<file path="config.mk">
export PLATFORM = sky130hd
export DESIGN_NAME = sid_note_sequencer
export DESIGN_NICKNAME = d
export VERILOG_FILES = /design/src/rtl/sid_note_sequencer.sv
export SDC_FILE = /design/constraint.sdc
export NUM_CORES = 1
export LEC_CHECK = 0
export BUFFER_PORTS_ARGS = -buffer_cell sky130_fd_sc_hd__buf_2
export CAP_MARGIN = 20
export CORE_MARGIN = 4
export CORE_UTILIZATION = 28
export DETAILED_ROUTE_END_ITERATION = 10
export GPL_TIMING_DRIVEN = 0
export SETUP_SLACK_MARGIN = 0.4
export SLEW_MARGIN = 20
export SYNTH_ARGS = -nofsm -noshare
export SYNTH_HDL_FRONTEND = slang
export SYNTH_SLANG_ARGS = --single-unit
export TNS_END_PERCENT = 50
</file>
<file path="constraint.sdc">
create_clock -name clk -period 3 [get_ports clk]
set_clock_uncertainty 0.15 [all_clocks]
set_input_delay 0.6 -clock clk [delete_from_list [all_inputs] [get_ports clk]]
set_output_delay 0.6 -clock clk [all_outputs]
set_load 0.01 [all_outputs]
</file>
<file path="src/rtl/sid_note_sequencer.sv">
`timescale 1ns/1ps
// sid_note_sequencer: note FIFO plus gate/release sequencer for one SID voice.
// Queued notes play in order. Each note is gated for max(len,1) ticks, then
// followed by a fixed release gap of REL_TICKS ticks before the next note.
// The timing is exact because the tick divider restarts whenever PLAY or REL is entered.
module sid_note_sequencer #(
    parameter int DEPTH     = 4,
    parameter int TICK_DIV  = 256,
    parameter int REL_TICKS = 8
) (
    input  logic                     clk,
    input  logic                     rst,
    input  logic                     note_valid,
    output logic                     note_ready,
    input  logic [15:0]              note_freq,
    input  logic [7:0]               note_wave,
    input  logic [7:0]               note_len,
    input  logic [7:0]               cfg_attack,
    input  logic [7:0]               cfg_sustain,
    input  logic [7:0]               cfg_release,
    input  logic                     stop,
    output logic [15:0]              frequency,
    output logic [7:0]               waveform,
    output logic [7:0]               duration,
    output logic [7:0]               attack,
    output logic [7:0]               sustain,
    output logic                     busy,
    output logic [$clog2(DEPTH):0]   fifo_count
);

    localparam int AW  = $clog2(DEPTH);
    localparam int CW  = AW + 1;
    localparam int CNW = $clog2(TICK_DIV);

    typedef enum logic [1:0] {
        ST_IDLE = 2'd0,
        ST_PLAY = 2'd1,
        ST_REL  = 2'd2
    } state_t;

    state_t          state_r, state_s;
    logic [31:0]     mem_r [DEPTH];
    logic [AW-1:0]   wr_ptr_r, rd_ptr_r;
    logic [CW-1:0]   count_r;
    logic [CNW-1:0]  cnt_r;
    logic [7:0]      timer_r, timer_s;
    logic [15:0]     freq_r, freq_s;
    logic [7:0]      wave_r, wave_s;
    logic [7:0]      attack_r, sustain_r, duration_r;
    logic            push_s, pop_s, can_pop_s, enter_s, tick_s;
    logic [31:0]     head_s;
    logic [7:0]      head_len_s;

    // A push in the same cycle as stop is dropped along with the flushed contents.
    assign note_ready = (count_r != CW'(DEPTH));
    assign push_s     = note_valid && note_ready && !stop;
    assign can_pop_s  = (count_r != {CW{1'b0}}) && !stop;
    assign tick_s     = (cnt_r == CNW'(TICK_DIV - 1));
    assign head_s     = mem_r[rd_ptr_r];
    assign head_len_s = (head_s[7:0] == 8'd0) ? 8'd1 : head_s[7:0];

    assign frequency  = freq_r;
    assign waveform   = wave_r;
    assign duration   = duration_r;
    assign attack     = attack_r;
    assign sustain    = sustain_r;
    assign busy       = (state_r != ST_IDLE);
    assign fifo_count = count_r;

    // Note storage: {freq, wave, len} written at the tail.
    always_ff @(posedge clk) begin
        if (push_s) begin
            mem_r[wr_ptr_r] <= {note_freq, note_wave, note_len};
        end
    end

    // FIFO pointers and occupancy; stop empties the FIFO by aligning the read pointer to the write pointer.
    always_ff @(posedge clk or posedge rst) begin
        if (rst) begin
            wr_ptr_r <= {AW{1'b0}};
            rd_ptr_r <= {AW{1'b0}};
            count_r  <= {CW{1'b0}};
        end else if (stop) begin
            rd_ptr_r <= wr_ptr_r;
            count_r  <= {CW{1'b0}};
        end else begin
            if (push_s) wr_ptr_r <= wr_ptr_r + AW'(1'b1);
            if (pop_s)  rd_ptr_r <= rd_ptr_r + AW'(1'b1);
            case ({push_s, pop_s})
                2'b10:   count_r <= count_r + CW'(1'b1);
                2'b01:   count_r <= count_r - CW'(1'b1);
                default: count_r <= count_r;
            endcase
        end
    end

    // Tick divider; held at zero while idle and restarted on every PLAY/REL entry.
    always_ff @(posedge clk or posedge rst) begin
        if (rst) begin
            cnt_r <= {CNW{1'b0}};
        end else if (enter_s || (state_r == ST_IDLE) || tick_s) begin
            cnt_r <= {CNW{1'b0}};
        end else begin
            cnt_r <= cnt_r + CNW'(1'b1);
        end
    end

    // Sequencer next state: pops a note, times the gate, and times the release gap.
    always_comb begin
        state_s = state_r;
        timer_s = timer_r;
        freq_s  = freq_r;
        wave_s  = wave_r;
        pop_s   = 1'b0;
        enter_s = 1'b0;
        case (state_r)
            ST_IDLE: begin
                wave_s[0] = 1'b0;
                if (can_pop_s) begin
                    pop_s   = 1'b1;
                    enter_s = 1'b1;
                    state_s = ST_PLAY;
                    freq_s  = head_s[31:16];
                    wave_s  = {head_s[15:9], 1'b1};
                    timer_s = head_len_s;
                end else begin
                    state_s = ST_IDLE;
                end
            end
            ST_PLAY: begin
                if (stop || (tick_s && (timer_r == 8'd1))) begin
                    wave_s[0] = 1'b0;
                    timer_s   = 8'(REL_TICKS);
                    state_s   = ST_REL;
                    enter_s   = 1'b1;
                end else if (tick_s) begin
                    timer_s = timer_r - 8'd1;
                end else begin
                    timer_s = timer_r;
                end
            end
            ST_REL: begin
                if (tick_s && (timer_r == 8'd1)) begin
                    if (can_pop_s) begin
                        pop_s   = 1'b1;
                        enter_s = 1'b1;
                        state_s = ST_PLAY;
                        freq_s  = head_s[31:16];
                        wave_s  = {head_s[15:9], 1'b1};
                        timer_s = head_len_s;
                    end else begin
                        state_s = ST_IDLE;
                    end
                end else if (tick_s) begin
                    timer_s = timer_r - 8'd1;
                end else begin
                    timer_s = timer_r;
                end
            end
            default: begin
                state_s   = ST_IDLE;
                wave_s[0] = 1'b0;
            end
        endcase
    end

    // Sequencer state and voice frequency/waveform registers; reset drops the gate at once.
    always_ff @(posedge clk or posedge rst) begin
        if (rst) begin
            state_r <= ST_IDLE;
            timer_r <= 8'd0;
            freq_r  <= 16'd0;
            wave_r  <= 8'd0;
        end else begin
            state_r <= state_s;
            timer_r <= timer_s;
            freq_r  <= freq_s;
            wave_r  <= wave_s;
        end
    end

    // Envelope configuration passes straight through with one cycle of latency.
    always_ff @(posedge clk or posedge rst) begin
        if (rst) begin
            attack_r   <= 8'd0;
            sustain_r  <= 8'd0;
            duration_r <= 8'd0;
        end else begin
            attack_r   <= cfg_attack;
            sustain_r  <= cfg_sustain;
            duration_r <= cfg_release;
        end
    end

endmodule

</file>
== After elaboration in Yosys (flattened, before gate mapping) ==
Memory sizes are Yosys's and may differ from the RTL's.
Index checks and enable logic that the tools add are counted.
Operators by class
  $add $sub $neg: 6
  multiplexer cells: 31
  equal/unequal tests: 11
  reductions and logical operators: 21
  bitwise operators: 1
Operators with widths (count)
  $mux W8: 9
  $mux W16: 2
  $pmux W16 S2: 1
  $pmux W8 S3: 1
  $pmux W7 S2: 1
  $reduce_bool A3 Y1: 3
  $add A8 B1 Y8 const B: 1
  $eq A8 B1 Y1 const B: 1
  $eq A8 B8 Y1 const B: 1
  $logic_not A8 Y1: 1
  $mux W2: 4
  $ne A2 B2 Y1 const B: 4
  $sub A8 B1 Y8 const B: 1
  $mux W1: 7
  $pmux W1 S3: 2
  $pmux W2 S3: 1
  $pmux W3 S2: 1
  $reduce_and A2 Y1: 3
  $reduce_bool A2 Y1: 3
  $add A2 B1 Y2 const B: 2
  $eq A2 B1 Y1 const B: 2
  $eq A2 B2 Y1 const B: 2
  $logic_and A1 B1 Y1: 4
  $reduce_and A4 Y1: 1
  other kinds (10): 12
Storage, ports and cells
  memories kept: 1
  flip-flop bits (word level): 73
  word-level logic and storage cells: 83
  input bits: 60
  output and inout port bits: 53
  bits in writable memories: 128
Memory list
  mem_r: words 4, bits a word 32, rd ports 1, clocked after memory_dff 0, write ports 1, line 42  | logic [31:0] mem_r [DEPTH];

== Longest topological paths before layout ==
Gate-level depths: netlist (run 1).
  word-level depth: 8
  gate-level depth with buffers: 10

== Worst setup path before layout (run 1) ==
Ideal clock, no wire load.
  path kind: reg2reg
  from: register state_r[0]
  to: register count_r[2], in the netlist fifo_count[2]
  stages on the path, launching flop included: 11
  path slack: 334 ps
  arrival time: 2392 ps
  required time: 2725 ps
  period minus slack after synthesis: 2666 ps
  cell sequence: dfrtp_1 inv_1 ha_1 or4bb_1 nor4_4 o21ai_2 nor2_1 fa_1 a21oi_1 mux2i_1 mux2_2
On the way
  cells in the longest elaborated chain, start to end: 5
RTL lines
  start: declaration: line 41  | state_t state_r, state_s;
  start signal: assignment: line 175  | state_r <= state_s;
  $eq A2 B2 Y1 / $logic_not A2 Y1 (equally long branches): line 116  | case (state_r)
  $pmux W1 S2 (*): line 116
  $eq A2 B1 Y1 / $eq A2 B2 Y1 (equally long branches): line 89  | case ({push_s, pop_s})
  $pmux W3 S2: line 89
  $mux W3: line 83  | end else if (stop) begin
  end signal: assignment: line 85  | count_r <= {CW{1'b0}};
  end signal: assignment: line 90  | 2'b10: count_r <= count_r + CW'(1'b1);
  end signal: assignment: line 91  | 2'b01: count_r <= count_r - CW'(1'b1);
  end: declaration: line 44  | logic [CW-1:0] count_r;
Mark *: on every way between the ends. The rest lies on a longest branch, timed or not.
A chain may end at the register's enable or synchronous reset.

== Worst setup path after layout (run 1) ==
  from: register timer_r[3]
  to: register count_r[2], in the netlist fifo_count[2]
On the way
  cells in the longest elaborated chain, start to end: 7
RTL lines
  start: declaration: line 46  | logic [7:0] timer_r, timer_s;
  start signal: assignment: line 176  | timer_r <= timer_s;
  $eq A8 B1 Y1 (*): line 143  | if (tick_s && (timer_r == 8'd1)) begin
  $logic_and A1 B1 Y1 (*): line 143
  $mux W1 (*): line 143
  $pmux W1 S2 (*): line 116
  $eq A2 B1 Y1 / $eq A2 B2 Y1 (equally long branches): line 89
  $pmux W3 S2: line 89
  $mux W3: line 83
Marked as above.

==> summary.md, run 1 <==
| Metric | Value |
|---|---|
| Pwr Total | `6560 uW` |
| Area grow syn2layout | `25.5%` |
| Post-Syn Area | `7720 um^2` |
| Fillers | `2577` |
| Clock-pin slew on the worst setup and hold paths | `0.07 ns` |
| Nets | `660` |
| R2R Path Start | `timer_r[3]$_DFFE_PP0P_` |
| Maximum number of pins on one net before global-route repair | `21` |
| First-pass GRT wire length | `26100 um` |
| Grt ovf | `0` |
| H-tree levels | `4` |
| CP endpoint kind | `register` |
| Data required, critical path | `3.16 ns` |
| Final setup viols | `0` |
| Distinct cells, synth | `50` |
| Fmax achieved | `around 380 MHz` |
| Worst-path fanout max | `5` |
| Antenna violations before repair | `0` |
| Worst skew pair latency | `0.43 ns` |
| Worst min-delay path category | `input pin to asynchronous set/reset pin` |
| Most frequent cell after synthesis | `edfxtp_1` |
| Top cells by count, synth | `edfxtp_1 (124), dfrtp_1 (73), mux4_2 (31)` |
| Top_reg_cell synth | `edfxtp_1` |
| Tot GR Track Use | `0.111` |
| Net Count, Synth | `around 510` |
| CP Launch Type | `register` |
| Die Y-Extent | `174 um` |
| Remaining antenna violation count after routing | `0` |
| Critical Path AT | `roughly 2.8 ns` |
| Unrepaired setup endpoints after global routing | `true` |
| Final instance area | `9690 um^2` |
| Remaining DRCs | `0` |
| Pwr/cell area | `just under 700 nW/um^2` |
| Synth Register Bits | `197` |
| Peak supply drop | `0.382 mV` |
| Worst slew margin | `0.572` |
| CTS sink cnt | `197` |
| Port Buffers | `111` |
| Max Buffers Root-to-Sink | `2` |
| CTS tree | `yes` |
| Period utilisation layout | `0.867` |
| Row count | `60` |
| Router iterations before antenna repair | `4` |
| Crit Path Category | `register to register` |
| Placed Instance Area | `approximately 8900 um^2` |
| Routability Congestion | `between 0.7 and 0.8` |
| TritonCTS buffer count | `17` |
| Post-synthesis sequential area ratio | `0.719` |
| Core area | `27000 um^2` |
| Setup Total Neg Slack | `0 ns` |
| EDFF count, synth | `124` |
| Vias in the first global route | `4504` |
| ANT cells | `0` |
| Die area | `30300 um^2` |
| Syn_area_per_cell | `between 15 and 20 um^2` |
| Starting Density | `0.286` |
| Reg2reg end | `fifo_count[2]$_DFFE_PP0P_` |
| Yosys top cell by area | `edfxtp_1` |
| Largest cells by area after synthesis | `edfxtp_1 (48%), dfrtp_1 (24%), mux4_2 (9.0%)` |
| Share of post-route cells with drive strength above 1 | `0.413` |
| Cells after Synth | `439` |
| Final Core Density | `0.358` |
| Tmin final | `2.60 ns` |
| Ys Warns | `0` |
| Endpoints failing hold | `0` |
| Yosys top cell area share | `0.482` |
| Leakage | `0.00382 uW` |
| WL/cell | `17.4 um` |
| MaxCap Viol Count | `0` |
| Vias per cell | `about 4.5` |
| R2r worst-path depth | `9` |
| WL final | `16400 um` |
| I/O pin cnt | `approximately 110` |
| Pins Over Slew Limit | `0` |
| Least-Margin Pin Slew | `~0.64 ns` |
| DRC violation total after the first TritonRoute iteration | `213` |
| Status | `finished, final reports clean` |
| Hold slack | `0.0538 ns` |
| CTS Root Cell | `clkbuf_16` |
| Detailed Place HPWL | `between 10000 and 15000 um` |
| R2r setup slk | `~0.4 ns` |
| Vias | `4232` |
| FFs w/ async S/R, synth | `0.371` |
| DIE WIDTH | `around 170 um` |
report_power, final:
group	switching (uW)	internal (uW)
Clock	1100	1290
Sequential	67.2	3120
Combinational	508	480
worst max-delay path by stage:
stage                     depth (start not counted)  slack, ns                    from                         to
final                                             9       0.40  timer_r[3]$_DFFE_PP0P_  fifo_count[2]$_DFFE_PP0P_
after detailed placement                         10       0.06  state_r[0]$_DFFE_PP0P_  fifo_count[2]$_DFFE_PP0P_
after global placement                            4      -0.19              note_valid     mem_r[0][23]$_DFFE_PP_
after CTS                                        10       0.33  timer_r[1]$_DFFE_PP0P_  fifo_count[2]$_DFFE_PP0P_
after floorplan                                  10       0.33  state_r[0]$_DFFE_PP0P_  fifo_count[2]$_DFFE_PP0P_
after global routing                              9       0.30  timer_r[3]$_DFFE_PP0P_  fifo_count[2]$_DFFE_PP0P_
flip-flops by register name (all words and copies together), names as in the netlist, 3 cells and up:
name / count
waveform: 8
duration: 8
attack: 8
timer_r: 8
fifo_count: 3
cnt_r: 8
sustain: 8
mem_r: 124
frequency: 16
what timing repair did:
action | 4_1_cts | 5_1_grt
resized for setup | 12 | 8
buffers inserted | 7 | 4
pin swaps | 5 | 5
setup endpoints to repair | 33 | 55
hold buffers | 0 | 0
routing by layer:
metal	wire, um	track usage	vias to the layer above
met5	0	0	-
met4	65	0.0228	0
met3	727	0.0333	4
met2	8610	0.195	90
met1	6960	0.137	2150
li1	-	-	1988
placed cells by master, fill, tap and decap left out, types with 10 or more instances in the layout:
| cell | instances |
|---|---|
| buf_2 | 117 |
| buf_4 | 12 |
| clkbuf_16 | 17 |
| dfrtp_1 | 72 |
| edfxtp_1 | 124 |
| ha_1 | 10 |
| mux2_2 | 20 |
| mux4_2 | 31 |
| nand2_1 | 19 |
| nor2_1 | 17 |
| o21ai_0 | 23 |
cell families (layout without fill, tap and decap cells):
group	after synthesis	after routing	share of synthesized area
compound gates	52	52	0.0450
xor+xnor	11	11	0.0125
fa+ha+maj	13	13	0.0220
buf+inv	25	186	0.0143
flops	197	197	0.719
mux	54	54	0.123
simple gates	87	87	0.0640
critical path: stages, from the launching register on:
cell     delay [ns]
dfrtp_2        0.44
or4_4          0.52
buf_6          0.15
nor4_4         0.27
o21ai_2        0.11
nor2_2         0.14
fa_2           0.20
a21oi_1        0.04
mux2i_1        0.13
mux2_2         0.34
per-stage QoR:
stage,setup WS [ns],cells
after floorplan,0.334,439
after global placement,-0.191,891
after detailed placement,0.0650,898
after CTS,0.331,937
after global routing,0.299,941
final,0.399,941
area by class of cell:
class                      instances  area (um^2)  area share
timing repair buffer             129          831      0.0858
buffer                            16         83.8     0.00865
clock inverter                    15          206      0.0213
tap                              341          427      0.0440
multi-input combinational        217         2130       0.219
sequential                       197         5550       0.573
clock buffer                      17          425      0.0439
inverter                           9         37.5     0.00387
(Power assumes the default switching activity.)
==> run 2, diff against run 1 <==
Settings changed: CORE_MARGIN 4 to 3, CORE_UTILIZATION 28 to 40.
==> run 2 against run 1 <==
Net effect:
- global-route usage up 4.3 points
- critical path depth up 1
- largest power group unchanged
- die area down 31%
- flip-flop and latch count unchanged
- clock-buffer cell count up 4
- clock power down 5%
- critical path type unchanged
- sequential power about the same
- critical endpoint unchanged
==> summary.md, run 2 (synthesized netlist as in run 1, its figures left out) <==
| Metric | Value |
|---|---|
| Critical Path AT | `2.80 ns (+0.04 ns)` |
| Vias | `4355 (+2.9%)` |
| Router iterations before antenna repair | `5 (+1)` |
| CTS Root Cell | `clkbuf_16` |
| Period utilisation layout | `0.880 (+0.0131)` |
| Status | `finished, final reports clean` |
| First-pass GRT wire length | `25200 um (-3.5%)` |
| Worst skew pair latency | `0.42 ns (about the same)` |
| Pwr/cell area | `674 nW/um^2 (-0.37%)` |
| CTS sink cnt | `197 (unchanged)` |
| TritonCTS buffer count | `17 (unchanged)` |
| I/O pin cnt | `113 (unchanged)` |
| WL final | `15600 um (-4.5%)` |
| Most frequent cells in the layout | `edfxtp_1 (124), buf_2 (115), dfrtp_1 (72), mux4_2 (31), o21ai_0 (23)` |
| Remaining antenna violation count after routing | `0 (unchanged)` |
| Largest Register | `mem_r` |
| ANT cells | `0 (unchanged)` |
| Maximum number of pins on one net before global-route repair | `30 (+43%)` |
| Clock-pin slew on the worst setup and hold paths | `0.07 ns (about the same)` |
| Worst-path fanout max | `2 (-3)` |
| Max reg flops | `124 (unchanged)` |
| Worst min-delay path category | `input pin to asynchronous set/reset pin` |
| Core area | `18800 um^2 (-30%)` |
| Setup Total Neg Slack | `0 ns (unchanged)` |
| Tmin final | `2.64 ns (+0.0394 ns)` |
| Die Y-Extent | `145 um (-17%)` |
| Largest stage delay, worst path | `0.54 ns (+0.02 ns)` |
| Fillers | `1583 (-39%)` |
| Tot GR Track Use | `0.155 (+0.0432)` |
| CP endpoint kind | `register` |
| DP Worst Slack | `-0.00170 ns (-0.0667 ns)` |
| CTS tree | `yes` |
| Area grow syn2layout | `23.6%` |
| DIE WIDTH | `145 um (-17%)` |
| CP Launch Type | `register` |
| Die area | `21000 um^2 (-31%)` |
| Vias in the first global route | `4527 (+0.51%)` |
| Slowest-stage cell, CP | `or4bb_4` |
| Unrepaired setup endpoints after global routing | `true` |
| Crit Path Category | `register to register` |
| MaxCap Viol Count | `0 (unchanged)` |
| Placed Cells | `816 (-9.1%)` |
| Final setup viols | `0 (unchanged)` |
| Nets | `663 (+0.45%)` |
| Starting Density | `0.410 (+0.124)` |
| Grt ovf | `0 (unchanged)` |
| Fin cells | `863 (-8.3%)` |
| Data required, critical path | `3.16 ns (about the same)` |
| H-tree levels | `4 (unchanged)` |
| Ordered list of cells on the worst path | `inv_2 > ha_4 > or4bb_4 > nor4_4 > o21ai_2 > nor2_2 > fa_2 > a21oi_1 > mux2i_1 > mux2_2` |
| Vias per cell | `5.05 (+12%)` |
| Antenna violations before repair | `1 (+1)` |
| Commonest non-fill, non-tap cell in the layout | `edfxtp_1` |
| Detailed Place HPWL | `10700 um (-8.3%)` |
| Pins Over Slew Limit | `0 (unchanged)` |
| Row count | `50 (-17%)` |
| Share of post-route cells with drive strength above 1 | `0.411 (-0.00206)` |
| Worst slew margin | `0.585 (+0.0131)` |
| Endpoints failing hold | `0 (unchanged)` |
| Routability Congestion | `0.839 (+9.8%)` |
| Fmax achieved | `379 MHz (-1.5%)` |
| Leakage | `0.00381 uW (-0.27%)` |
| Least-Margin Pin Slew | `0.623 ns (-0.0197 ns)` |
| Pwr Total | `6430 uW (-1.8%)` |
| Final WS setup | `0.360 ns (-0.0394 ns)` |
| DRC violation total after the first TritonRoute iteration | `359 (+69%)` |
| Peak supply drop | `0.539 mV (+41%)` |
| Max Buffers Root-to-Sink | `2 (unchanged)` |
| WL/cell | `18.1 um (+4.2%)` |
| Port Buffers | `111 (unchanged)` |
| Remaining DRCs | `0 (unchanged)` |
==> run 2: cell types whose count changed in the layout (fill, tap and decap cells not counted), moves of 3 or more <==
| cell | before | now |
|---|---|---|
| buf_16 | 7 | 3 |
| inv_8 | 3 | 0 |
| clkbuf_1 | 6 | 9 |
| buf_12 | 0 | 4 |
| buf_4 | 12 | 15 |
==> run 2: per-layer routing <==
layer	track usage	routed length [um]	up-vias
li1	-	-	2001
met1	0.192	6670	2201
met2	0.258	7810	130
met3	0.0540	949	21
met4	0.0432	175	2
met5	0	20	-
==> run 2: critical path: cells and delay by family (launching register included) <==
family / cells / cell delay, ns
flops: 1 / 0.39
fa+ha+maj: 2 / 0.33
buf+inv: 1 / 0.08
compound gates: 2 / 0.16
mux: 2 / 0.53
simple gates: 3 / 0.89
==> run 2: power breakdown <==
group          internal [uW]  leakage (uW)  total, uW  switching, uW
registers               3120       0.00205       3180           67.7
logic                    477       0.00147        980            503
clock network           1270      0.000284       2270            999
total                   4870       0.00381       6430           1570
==> run 2: cell type report <==
cell class	count	area [um^2]	share of cell area
sequential	197	5550	0.582
timing repair buffer	132	823	0.0862
inverter	9	37.5	0.00393
buffer	16	88.8	0.00931
multi-input combinational	217	2130	0.223
tap	260	325	0.0341
clock buffer	21	450	0.0472
clock inverter	11	140	0.0147
==> run 2: timing repair <==
| item | CTS | global route |
|---|---|---|
| endpoints found under the setup margin | 32 | 31 |
| setup buffers | 6 | 9 |
| hold buffers | 0 | 0 |
| gates resized for setup | 14 | 10 |
| pin swaps | 5 | 6 |
==> run 2: metrics by stage <==
step	cell area, um^2	hold slack [ns]	util
after floorplan	7730	0.305	-
after global placement	8610	0.313	0.457
after detailed placement	8750	0.320	0.465
after CTS	9440	0.0767	0.501
after global routing	9550	0.0948	0.507
final	9550	0.0829	0.507
==> run 2: worst paths after layout <==
kind	start	endpoint	slack (ns)	cells past startpoint
setup / recovery	timer_r[1]$_DFFE_PP0P_	fifo_count[2]$_DFFE_PP0P_	0.36	10
hold / removal	rst	duration[3]$_DFF_PP0_	0.08	2
setup reg to reg	timer_r[1]$_DFFE_PP0P_	fifo_count[2]$_DFFE_PP0P_	0.36	10
hold reg to reg	waveform[3]$_DFFE_PP0P_	waveform[3]$_DFFE_PP0P_	0.34	2
max in group asynchronous	rst	timer_r[3]$_DFFE_PP0P_	2.07	3
min in group clk	cfg_release[5]	duration[5]$_DFF_PP0_	0.13	1
